### config.mk
export PLATFORM = sky130hd
export DESIGN_NAME = pwm_fade_seq_flat
export DESIGN_NICKNAME = d
export VERILOG_FILES = /design/src/rtl/pwm_fade_seq_if.sv /design/src/rtl/pwm_fade_seq.sv /design/src/flat_wrapper.sv
export SDC_FILE = /design/constraint.sdc
export NUM_CORES = 1
export LEC_CHECK = 0
export CORE_ASPECT_RATIO = 1.4
export CORE_UTILIZATION = 58
export CTS_BUF_LIST = sky130_fd_sc_hd__clkbuf_8
export DETAILED_ROUTE_END_ITERATION = 10
export PLACE_DENSITY = 0.95
export SLEW_MARGIN = 10
export SYNTH_ARGS = -nofsm -noshare
export SYNTH_HDL_FRONTEND = slang
export SYNTH_SLANG_ARGS = --single-unit
### constraint.sdc
create_clock -name clk -period 5.8 [get_ports clk]
set_input_delay 0.87 -clock clk [delete_from_list [all_inputs] [get_ports clk]]
set_output_delay 0.87 -clock clk [all_outputs]
set_load 0.01 [all_outputs]
### src/rtl/pwm_fade_seq_if.sv
// Write port of the 8-channel pwm peripheral: strobe, register address and data.
// The fade sequencer drives it as master; pwm (or a bus mux) sits on the slave side.
interface pwm_fade_seq_if #(
    parameter int AW = 7,
    parameter int DW = 32
);
    logic          m_wr;
    logic [AW-1:0] m_adrs;
    logic [DW-1:0] m_din;

    modport master (output m_wr, output m_adrs, output m_din);
    modport slave  (input  m_wr, input  m_adrs, input  m_din);
endinterface

### src/rtl/pwm_fade_seq.sv
// Duty-cycle ramp sequencer: programs one pwm channel, then steps its duty register
// every interval clocks until the end duty is reached.
module pwm_fade_seq #(
    parameter int NCH    = 8,
    parameter int STRIDE = 12,
    parameter int AW     = 7,
    parameter int DW     = 32,
    parameter int TW     = 24
) (
    input  logic          clk,
    input  logic          rst,
    input  logic          start,
    input  logic          abort,
    input  logic [2:0]    ch,
    input  logic [DW-1:0] period,
    input  logic [DW-1:0] duty_start,
    input  logic [DW-1:0] duty_end,
    input  logic [15:0]   step,
    input  logic [TW-1:0] interval,
    output logic          busy,
    output logic          done,
    output logic [DW-1:0] cur_duty,
    pwm_fade_seq_if.master bus
);

    localparam logic [2:0] IDLE   = 3'd0;
    localparam logic [2:0] W_PER  = 3'd1;
    localparam logic [2:0] W_DUTY = 3'd2;
    localparam logic [2:0] W_EN   = 3'd3;
    localparam logic [2:0] WAIT   = 3'd4;
    localparam logic [2:0] DONE   = 3'd5;
    localparam logic [2:0] W_DIS  = 3'd6;

    localparam logic [AW-1:0] STR    = AW'(STRIDE);
    localparam logic [AW-1:0] LASTCH = AW'(NCH - 1);
    localparam logic [AW-1:0] OFS_PER  = AW'(4);
    localparam logic [AW-1:0] OFS_DUTY = AW'(8);

    logic [2:0]    state, nxt;
    logic [AW-1:0] base_q, base_in, ch_ext, ch_c;
    logic [DW-1:0] duty_q, dend_q, nd, duty_wr;
    logic [15:0]   step_q;
    logic [TW-1:0] ivl_q, cnt;
    logic          up_q, en_q, at_end;
    logic [DW:0]   sum, diff, dend_ext, step_ext;

    assign ch_ext  = AW'(ch);
    assign ch_c    = (ch_ext > LASTCH) ? LASTCH : ch_ext;
    assign base_in = ch_c * STR;
    assign at_end  = (duty_q == dend_q);

    // Next duty is formed one bit wider than the data path so the step can never wrap
    always_comb begin
        step_ext = {{(DW + 1 - 16){1'b0}}, step_q};
        dend_ext = {1'b0, dend_q};
        sum      = {1'b0, duty_q} + step_ext;
        diff     = {1'b0, duty_q} - step_ext;
        nd       = dend_q;
        if (step_q != 16'd0) begin
            if (up_q) begin
                if (sum < dend_ext) nd = sum[DW-1:0];
            end else begin
                if (!diff[DW] && diff > dend_ext) nd = diff[DW-1:0];
            end
        end
        duty_wr = (state == WAIT) ? nd : duty_q;
    end

    always_comb begin
        nxt = state;
        case (state)
            IDLE:    if (start) nxt = W_PER;
            W_PER:   nxt = W_DUTY;
            W_DUTY:  nxt = !en_q ? W_EN : (at_end ? DONE : WAIT);
            W_EN:    nxt = at_end ? DONE : WAIT;
            WAIT:    if (cnt == '0) nxt = W_DUTY;
            DONE:    nxt = IDLE;
            W_DIS:   nxt = IDLE;
            default: nxt = IDLE;
        endcase
        if (abort && state != IDLE && state != W_DIS) nxt = W_DIS;
    end

    // Bus outputs are registered from the next state so each write lands in its state's cycle
    always_ff @(posedge clk) begin
        if (rst) begin
            state       <= IDLE;
            busy        <= 1'b0;
            done        <= 1'b0;
            cur_duty    <= '0;
            bus.m_wr    <= 1'b0;
            bus.m_adrs  <= '0;
            bus.m_din   <= '0;
            base_q      <= '0;
            duty_q      <= '0;
            dend_q      <= '0;
            step_q      <= '0;
            ivl_q       <= '0;
            cnt         <= '0;
            up_q        <= 1'b0;
            en_q        <= 1'b0;
        end else begin
            state    <= nxt;
            busy     <= (nxt != IDLE);
            done     <= (nxt == DONE);
            bus.m_wr <= 1'b0;

            if (state == IDLE && start) begin
                base_q <= base_in;
                duty_q <= duty_start;
                dend_q <= duty_end;
                step_q <= step;
                ivl_q  <= (interval == '0) ? TW'(1) : interval;
                up_q   <= (duty_end >= duty_start);
                en_q   <= 1'b0;
            end

            if (nxt == WAIT && state != WAIT)
                cnt <= ivl_q - TW'(1);
            else if (state == WAIT && cnt != '0)
                cnt <= cnt - TW'(1);

            case (nxt)
                W_PER: begin
                    bus.m_wr   <= 1'b1;
                    bus.m_adrs <= base_in + OFS_PER;
                    bus.m_din  <= period;
                end
                W_DUTY: begin
                    bus.m_wr   <= 1'b1;
                    bus.m_adrs <= base_q + OFS_DUTY;
                    bus.m_din  <= duty_wr;
                    cur_duty   <= duty_wr;
                    duty_q     <= duty_wr;
                end
                W_EN: begin
                    bus.m_wr   <= 1'b1;
                    bus.m_adrs <= base_q;
                    bus.m_din  <= DW'(1);
                    en_q       <= 1'b1;
                end
                W_DIS: begin
                    bus.m_wr   <= 1'b1;
                    bus.m_adrs <= base_q;
                    bus.m_din  <= '0;
                end
                default: ;
            endcase
        end
    end

endmodule

### src/flat_wrapper.sv
// flat-port wrapper written by rule: the top's interface ports become plain ports
module pwm_fade_seq_flat 
#(
    parameter int NCH    = 8,
    parameter int STRIDE = 12,
    parameter int AW     = 7,
    parameter int DW     = 32,
    parameter int TW     = 24
)
  (clk, rst, start, abort, ch, period, duty_start, duty_end, step, interval, busy, done, cur_duty, bus_m_wr, bus_m_adrs, bus_m_din);
  pwm_fade_seq_if #(.AW(AW), .DW(DW)) bus_i ();
  input  logic clk;
  input  logic rst;
  input  logic start;
  input  logic abort;
  input  logic [2:0] ch;
  input  logic [DW-1:0] period;
  input  logic [DW-1:0] duty_start;
  input  logic [DW-1:0] duty_end;
  input  logic [15:0] step;
  input  logic [TW-1:0] interval;
  output logic busy;
  output logic done;
  output logic [DW-1:0] cur_duty;
  output wire logic [$bits(bus_i.m_wr)-1:0] bus_m_wr;
  output wire logic [$bits(bus_i.m_adrs)-1:0] bus_m_adrs;
  output wire logic [$bits(bus_i.m_din)-1:0] bus_m_din;
  assign bus_m_wr = bus_i.m_wr;
  assign bus_m_adrs = bus_i.m_adrs;
  assign bus_m_din = bus_i.m_din;
  pwm_fade_seq #(.NCH(NCH), .STRIDE(STRIDE), .AW(AW), .DW(DW), .TW(TW)) u_core (.clk(clk), .rst(rst), .start(start), .abort(abort), .ch(ch), .period(period), .duty_start(duty_start), .duty_end(duty_end), .step(step), .interval(interval), .busy(busy), .done(done), .cur_duty(cur_duty), .bus(bus_i));
endmodule
==> impl_metrics.yaml, run 1 <==
yosys:
  synth_ff_type: "dfxtp_1"
  syn_avg_cell_area_um2: 7.575
  async_reset_ff_share_pct: 0
  ys_warn_count: 0
  synth.area.top_cells: "dfxtp_1, ha_1, nand2_1"
  ys_seq_elements: 210
  syn-cell-area_um2: 15600
  post_synth_num_cell_types: 94
  synth.top_cell.area_share_pct: 26.94
  ys_seq_area_share_pct: 26.94
  yosysTopAreaCell: "dfxtp_1"
  synth_edf_count: 0
  synthCells: 2060
setup_path:
  r2r_cells: 20
  crit_required_ns: 6.17
  arrival_ns: 5.94
  slowest_delay_ns: 0.47
  critPathMaxFanout: 16
  cp_top_family: "compound AO/OA/AOI/OAI gates"
  crit_chain: "inv_1 > ha_1 > o211ai_1 > a2111oi_0 > o21ai_2 > a211oi_1 > nor2_1 > xor2_1 > ha_1 > a21o_1 > a21o_1 > a21oi_1 > o211a_1 > o21ai_0 > buf_4 > nand2_4 > mux2_2 > a22o_1 > nor3b_1 > a311oi_1"
  critPathCaptureType: "register"
  critPathSlowestCell: "ha_1"
  worst-setup-path-type: "register to register"
  cp.depth: 20
  path_buf_inv: 2
  crit_path_start_kind: "register"
floorplanning:
  die_w_um: 140.6
  start_util_pct: 59.39
  die_h_um: 196.1
  core_um2: 26280
  ioPinCount: 217
  num_rows: 70
  die_area_um2: 27570
place:
  place_congestion: 1.036
  pre_cts_slack_ns: 0.06495
  hpwl_um: 46260
  numPortBuffers: 214
  placed_area_um2: 18450
timing:
  finalHoldViolCount: 0
  finalClockSkew_ns: 0.03435
  fmax_mhz: 179.8
  period_share_pct: 95.88
  maxSlewViolCount: 0
  worstMarginPinSlew_ns: 0.9027
  hold_slack_ns: 0.4618
  post-route-min-period_ns: 5.561
  setup_viol: 0
  slew_headroom_pct: 39.64
  layout_setup_ws_ns: 0.2391
clocking:
  cts_buffer_depth: 3
  numCtsBuffers: 34
  cts.sinks: 210
  root_buffer: "clkbuf_8"
  hold_buffers: 0
  htreeDepth: 2
  cts_tree: "done"
  clkTransAtPathRegs_ns: 0.07
  insertion_delay_ns: 0.57
run:
  maxCapViolations: 0
detailed_routing:
  viasPerCell: 6.673
  num_vias: 17570
  antenna_left: 0
  totalWireLength_um: 61700
  drc: 0
  drtIter0Drc: 1823
  first_pass_iters: 8
  wl_per_cell_um: 23.43
final_layout:
  most-common-layout-cells: "nand2_1, clkdlybuf4s50_1, dfxtp_1, a21oi_1, nor2_1"
  fin_util_pct: 73.04
  nFillCells: 1918
  area_growth_pct: 22.99
  layout_commonest_cell: "nand2_1"
  multi_input_area_um2: 10540
  seqCellArea_um2: 4205
  drive_above_1_share_pct: 9.788
  fin_area_um2: 19190
  nets: 2566
  n_antenna_cell: 0
min_path:
  hold_path_class: "register to register"
  holdPathStages: 2
grt:
  grt_pass1_wl_um: 95190
  grt_pass1_vias: 17051
  antenna_found_initial: 0
  grt_usage_pct: 44.34
  grt_max_degree: 107
  gr-total-overflow: 0
run_status:
  status: "finished, final reports clean"
[synthesized netlist by cell type (7+ instances only)]
master,count
o21a_1,18
inv_1,104
o211a_1,10
a21o_1,26
nor2_1,156
nand3_1,45
o221ai_1,17
and3_1,11
a211oi_1,54
a2111oi_0,8
dfxtp_1,210
a21oi_1,186
mux2i_1,12
o31ai_1,13
a31oi_1,12
o22ai_1,13
o21ai_0,112
nor3_1,59
a311oi_1,15
or3_1,15
clkbuf_1,104
and4_1,7
a221oi_1,10
ha_1,133
buf_2,17
nand4_1,32
xor2_1,40
xnor2_1,88
nand2b_1,16
o211ai_1,16
nor4_1,28
nand2_1,303
nor2b_1,16
[final cells by class]
type | instances | area share (%)
Sequential cell | 210 | 21.91
Clock buffer | 45 | 3.227
Tap cell | 324 | 2.112
Multi-Input combinational cell | 1614 | 54.90
Timing Repair Buffer | 322 | 15.46
Inverter | 105 | 2.054
Clock inverter | 13 | 0.3325
[flip-flops by register name, indices dropped and copies added, names as in the netlist, 16 cells and up]
register,count
u_core.step_q,16
u_core.ivl_q,24
u_core.dend_q,32
u_core.cnt,24
u_core.bus.m_din,32
u_core.cur_duty,32
u_core.duty_q,32
[kinds of logic (layout without fill, tap and decap cells)]
kind of cell    after synthesis  count (layout)  share of synthesized area (%)
flops                       210             210                          26.94
fa+ha+maj                   136             136                          11.05
other cells                   1               2                        0.02403
simple gates                746             746                          22.69
mux                          18              18                          1.203
buf+inv                     237             485                          6.030
xor+xnor                    128             128                          7.185
compound gates              584             584                          24.87
[timing repair]
item / in CTS / in global routing
endpoints found under the setup margin: 0 / 55
hold endpoints to repair: 0 / 0
resized for setup: 0 / 14
setup buffers: 0 / 1
[tightest hold or removal path: cells and delay by family (launching register included)]
kind	cells	cell delay [ns]
AO/OA/AOI/OAI	1	0.06
flip-flops	1	0.31
AND/OR/NAND/NOR	1	0.05
[through the flow]
stage,setup TNS (ns),cells
finish,0,2633
CTS,0,2632
global placement,0,2574
floorplan,0,2061
detailed placement,0,2574
global route,-0.03716,2633
[path summary, 6_finish.rpt]
| kind | slack [ns] | from | endpoint |
|---|---|---|---|
| setup / recovery | 0.24 | u_core.step_q[4]$_SDFFE_PP0P_ | u_core.duty_q[20]$_SDFFE_PP0P_ |
| hold / removal | 0.46 | u_core.cur_duty[21]$_SDFFE_PP0P_ | u_core.cur_duty[21]$_SDFFE_PP0P_ |
| setup reg to reg | 0.24 | u_core.step_q[4]$_SDFFE_PP0P_ | u_core.duty_q[20]$_SDFFE_PP0P_ |
| hold reg to reg | 0.46 | u_core.cur_duty[21]$_SDFFE_PP0P_ | u_core.cur_duty[21]$_SDFFE_PP0P_ |
[layer usage]
metal,global-route usage (%),routed length (um)
met1,52.21,22690
met2,72.25,28440
met4,28.58,4413
met3,10.32,6155
met5,0,0
Power of run 1 is left out: the tool's default activity adds up to more than one toggle a clock period on the data nets, which glitch-free logic cannot reach.
==> run 2, diff against run 1 <==
clock period = 5.15 ns   (was 5.8 ns; I/O delays follow)
==> impl_metrics.yaml, run 2 (same netlist as run 1, synthesis figures left out) <==
run_status:
  status: "finished, violations left"
  failed_checks: "negative setup slack"
grt:
  grt_pass1_wl_um: 102200
  antenna_found_initial: 2
  gr-total-overflow: 0
  grt_usage_pct: 48.26
  grt_pass1_vias: 18330
  grt_max_degree: 129
floorplanning:
  die_area_um2: 27570
  ioPinCount: 217
  core_um2: 26280
  die_h_um: 196.1
  die_w_um: 140.6
  start_util_pct: 59.39
  num_rows: 70
clocking:
  cts_buffer_depth: 3
  root_buffer: "clkbuf_8"
  htreeDepth: 2
  numCtsBuffers: 35
  hold_buffers: 0
  clkTransAtPathRegs_ns: 0.06
  cts.sinks: 210
  insertion_delay_ns: 0.59
  cts_tree: "done"
timing:
  rsz0062_at_grt: "yes"
  fmax_mhz: 191.7
  maxSlewViolCount: 0
  period_share_pct: 101.3
  slew_headroom_pct: 31.20
  worstMarginPinSlew_ns: 1.032
  layout_setup_ws_ns: -0.06653
  hold_slack_ns: 0.4751
  finalHoldViolCount: 0
  post-route-min-period_ns: 5.217
  finalClockSkew_ns: 0.03577
  setup_viol: 14
  tns_ns: -0.4086
setup_path:
  cp_common_cell: "buf_6"
  regToRegSetupSlack_ns: -0.07
  arrival_ns: 5.69
  cp_top_family: "compound AO/OA/AOI/OAI gates"
  critPathSlowestCell: "a2111oi_2"
  slowest_delay_ns: 0.45
  crit_path_start_kind: "register"
  crit_chain: "inv_1 > ha_1 > inv_1 > o2111ai_1 > a21oi_2 > a211oi_4 > buf_6 > buf_6 > nor4_2 > xnor2_1 > ha_1 > a21o_1 > a221o_1 > a211oi_2 > buf_4 > nand3_4 > buf_6 > o21ai_0 > o31ai_2 > a2111oi_2 > a211oi_1 > a211oi_1"
  r2r_start: "u_core.step_q[7]$_SDFFE_PP0P_"
  path_buf_inv: 6
  worst-setup-path-type: "register to register"
  critPathCaptureType: "register"
  r2r_cells: 22
  critPathMaxFanout: 6
  crit_required_ns: 5.63
  reg2reg_to: "u_core.duty_q[10]$_SDFFE_PP0P_"
detailed_routing:
  num_vias: 18842
  first_pass_iters: 7
  viasPerCell: 6.732
  wl_per_cell_um: 24.64
  totalWireLength_um: 68980
  drtIter0Drc: 2082
  antenna_left: 0
  drc: 0
min_path:
  hold_end: "u_core.cur_duty[31]$_SDFFE_PP0P_"
  holdPathStages: 2
  hold_path_class: "register to register"
  min_from: "u_core.cur_duty[31]$_SDFFE_PP0P_"
place:
  numPortBuffers: 214
  placed_area_um2: 19480
  hpwl_um: 49750
  place_congestion: 1.071
final_layout:
  layout_commonest_cell: "nand2_1"
  nFillCells: 1624
  seqCellArea_um2: 4213
  fin_area_um2: 21260
  most-common-layout-cells: "nand2_1, buf_4, clkdlybuf4s50_1, dfxtp_1, a21oi_1"
  nets: 2731
  drive_above_1_share_pct: 19.80
  multi_input_area_um2: 11250
  area_growth_pct: 36.25
  fin_util_pct: 80.91
  n_antenna_cell: 0
run:
  maxCapViolations: 0
run 2: cell count changes in the layout (fill, tap and decap cells not counted), moves of 6 or more:
cell / previous run / this run
buf_4: 107 / 255
buf_6: 1 / 14
a211oi_1: 54 / 43
a21oi_1: 184 / 173
a211oi_2: 5 / 15
a21oi_2: 2 / 12
o21ai_0: 112 / 102
o21ai_1: 4 / 12
ha_1: 132 / 125
ha_4: 0 / 7
nor3_1: 58 / 51
dfxtp_1: 209 / 203
dfxtp_2: 1 / 7
run 2: metrics by stage:
stage	worst slack (ns)	std cells
2_1_floorplan	0.1558	2061
3_3_place_gp	-0.4432	2708
3_5_place_dp	-0.5148	2708
4_1_cts	-0.03810	2783
5_1_grt	-0.1675	2799
6_report	-0.06653	2799
run 2: what timing repair did:
action                     CTS  global route
gates resized for setup     64           104
setup endpoints to repair   96            96
hold endpoints to repair     0             0
pin swaps                   21            57
buffers inserted            15            16
run 2: cell type report:
class                           instances  share of cell area, %
Multi-Input combinational cell       1614                  52.92
Timing Repair Buffer                  486                  20.15
Sequential cell                       210                  19.82
Clock buffer                           40                  2.589
Tap cell                              324                  1.907
Inverter                              105                  1.854
Clock inverter                         20                 0.7592
run 2: metal layers:
layer  global-route usage (%)  wire [um]
met5                        0         13
met1                    55.01      24050
met4                    37.88       6265
met3                    11.42       7702
met2                    77.58      30940
run 2: how the worst max path moves through the flow:
stage | cells past startpoint | from | end
finish | 22 | u_core.step_q[7]$_SDFFE_PP0P_ | u_core.duty_q[10]$_SDFFE_PP0P_
global placement | 25 | u_core.step_q[3]$_SDFFE_PP0P_ | u_core.duty_q[6]$_SDFFE_PP0P_
CTS | 25 | u_core.step_q[0]$_SDFFE_PP0P_ | u_core.bus.m_din[22]$_SDFFE_PP0P_
detailed placement | 24 | u_core.step_q[1]$_SDFFE_PP0P_ | u_core.bus.m_din[0]$_SDFFE_PP0P_
global route | 22 | u_core.step_q[7]$_SDFFE_PP0P_ | u_core.duty_q[10]$_SDFFE_PP0P_
floorplan | 21 | u_core.duty_q[0]$_SDFFE_PP0P_ | u_core.bus.m_din[18]$_SDFFE_PP0P_
run 2: worst min-delay path, delay by kind of cell (launching register included):
family / cells / cell delay (ns)
AOI/OAI and AO/OA: 1 / 0.05
DFF: 1 / 0.32
and+or+nand+nor: 1 / 0.05
Power of run 2 is left out for the same reason.
==> run 3, diff against run 2 <==
PLACE_DENSITY = not set   (was 0.95)
PLACE_DENSITY_LB_ADDON = 0.15   (was not set)
==> impl_metrics.yaml, run 3 (same netlist as run 1, synthesis figures left out) <==
grt:
  grt_pass1_vias: 18418
  gr-total-overflow: 0
  grt_usage_pct: 47.69
  grt_max_degree: 128
  grt_pass1_wl_um: 101600
  antenna_found_initial: 1
setup_path:
  r2r_start: "u_core.step_q[4]$_SDFFE_PP0P_"
  path_buf_inv: 6
  r2r_cells: 24
  critPathCaptureType: "register"
  cp_top_family: "compound AO/OA/AOI/OAI gates"
  arrival_ns: 5.51
  crit_path_start_kind: "register"
  critPathMaxFanout: 6
  worst-setup-path-type: "register to register"
  crit_required_ns: 5.59
  crit_chain: "inv_1 > ha_1 > buf_4 > o211ai_1 > buf_4 > a2111oi_4 > o21ai_4 > a211oi_2 > buf_4 > nor2_1 > xor2_1 > ha_1 > and4_4 > nor4bb_2 > nor4b_2 > a21oi_1 > buf_4 > o311a_4 > buf_4 > nand4_1 > a21oi_2 > a311o_1 > nor2_1 > or3_1"
  critPathSlowestCell: "ha_1"
  cp_common_cell: "buf_4"
  regToRegSetupSlack_ns: 0.08
  slowest_delay_ns: 0.38
  reg2reg_to: "u_core.duty_q[23]$_SDFFE_PP0P_"
detailed_routing:
  first_pass_iters: 8
  drc: 0
  totalWireLength_um: 68210
  num_vias: 18642
  antenna_left: 0
  viasPerCell: 6.715
  drtIter0Drc: 2066
  wl_per_cell_um: 24.57
floorplanning:
  die_area_um2: 27570
  ioPinCount: 217
  start_util_pct: 59.39
  core_um2: 26280
  die_h_um: 196.1
  die_w_um: 140.6
  num_rows: 70
final_layout:
  drive_above_1_share_pct: 19.09
  fin_cells: 2776
  nFillCells: 1650
  area_growth_pct: 35.22
  layout_commonest_cell: "nand2_1"
  fin_util_pct: 80.30
  nets: 2706
  most-common-layout-cells: "nand2_1, buf_4, clkdlybuf4s50_1, dfxtp_1, a21oi_1"
  n_antenna_cell: 0
place:
  hpwl_um: 48820
  place_congestion: 1.085
  numPortBuffers: 214
  dp.cells: 2688
timing:
  slew_headroom_pct: 12.30
  fmax_mhz: 197.2
  rsz0062_at_grt: "yes"
  maxSlewViolCount: 0
  period_share_pct: 98.46
  finalClockSkew_ns: 0.04685
  tns_ns: 0
  finalHoldViolCount: 0
  setup_viol: 0
  post-route-min-period_ns: 5.071
  worstMarginPinSlew_ns: 1.312
clocking:
  htreeDepth: 2
  clkTransAtPathRegs_ns: 0.07
  root_buffer: "clkbuf_8"
  numCtsBuffers: 34
  cts_buffer_depth: 3
  cts_tree: "done"
  cts.sinks: 210
  insertion_delay_ns: 0.56
  hold_buffers: 0
min_path:
  holdPathStages: 2
  hold_path_class: "register to register"
  min_from: "u_core.cur_duty[15]$_SDFFE_PP0P_"
  hold_end: "u_core.cur_duty[15]$_SDFFE_PP0P_"
run_status:
  status: "finished, final reports clean"
run:
  maxCapViolations: 0
## run 3: cell types whose count changed in the layout (fill, tap and decap cells not counted), sizes merged, moves of 2 or more
| cell | change |
|---|---|
| buf | -25 |
| clkbuf | +7 |
| clkinv | -2 |
| inv | -2 |
## run 3: how the worst max path moves through the flow
stage                                         startpoint                           endpoint  slack (ns)  cells past startpoint
after floorplan            u_core.duty_q[0]$_SDFFE_PP0P_  u_core.bus.m_din[18]$_SDFFE_PP0P_        0.16                     21
after global placement     u_core.step_q[0]$_SDFFE_PP0P_      u_core.duty_q[0]$_SDFFE_PP0P_       -0.45                     21
after detailed placement   u_core.step_q[0]$_SDFFE_PP0P_      u_core.duty_q[0]$_SDFFE_PP0P_       -0.43                     21
after CTS                  u_core.step_q[0]$_SDFFE_PP0P_  u_core.bus.m_din[18]$_SDFFE_PP0P_       0.005                     20
after global routing      u_core.step_q[14]$_SDFFE_PP0P_      u_core.duty_q[0]$_SDFFE_PP0P_       -0.11                     25
final                      u_core.step_q[4]$_SDFFE_PP0P_     u_core.duty_q[23]$_SDFFE_PP0P_        0.08                     24
## run 3: worst min-delay path, cell delays in order, from the launching register on
cell and delay, ns:
dfxtp_1 0.32, nand2_1 0.06, a21oi_1 0.06
## run 3: area by class of cell
cell class | count | area [um^2] | area share [%]
clock buffers | 47 | 646.9 | 3.066
clock inverters | 14 | 95.09 | 0.4507
inverters | 105 | 394.1 | 1.868
multi-input cells | 1615 | 11250 | 53.31
flip-flops and latches | 210 | 4214 | 19.97
well taps | 324 | 405.4 | 1.921
repair buffers | 461 | 4096 | 19.42
## run 3: routing by layer
| metal | share of wire (%) | track usage, % |
|---|---|---|
| met5 | 0.022 | 1.815 |
| met4 | 8.4 | 34.74 |
| met3 | 10 | 10.15 |
| met2 | 46 | 77.91 |
| met1 | 36 | 54.92 |
## run 3: metrics by stage
stage / setup slack, ns / hold WS [ns] / area (um^2)
final: 0.07909 / 0.4820 / 21100
after global routing: -0.1097 / 0.4987 / 21100
after CTS: 0.004571 / 0.4762 / 20310
after detailed placement: -0.4306 / 0.4465 / 19330
after global placement: -0.4505 / 0.4417 / 19330
after floorplan: 0.1558 / 0.4357 / 15610
## run 3: repair_timing
action                     CTS  global route
buffers inserted             3            24
setup endpoints to repair   93            96
gates cloned                 0             1
resized for setup           42           123
pin swaps                    9            66
Power of run 3 is left out for the same reason.
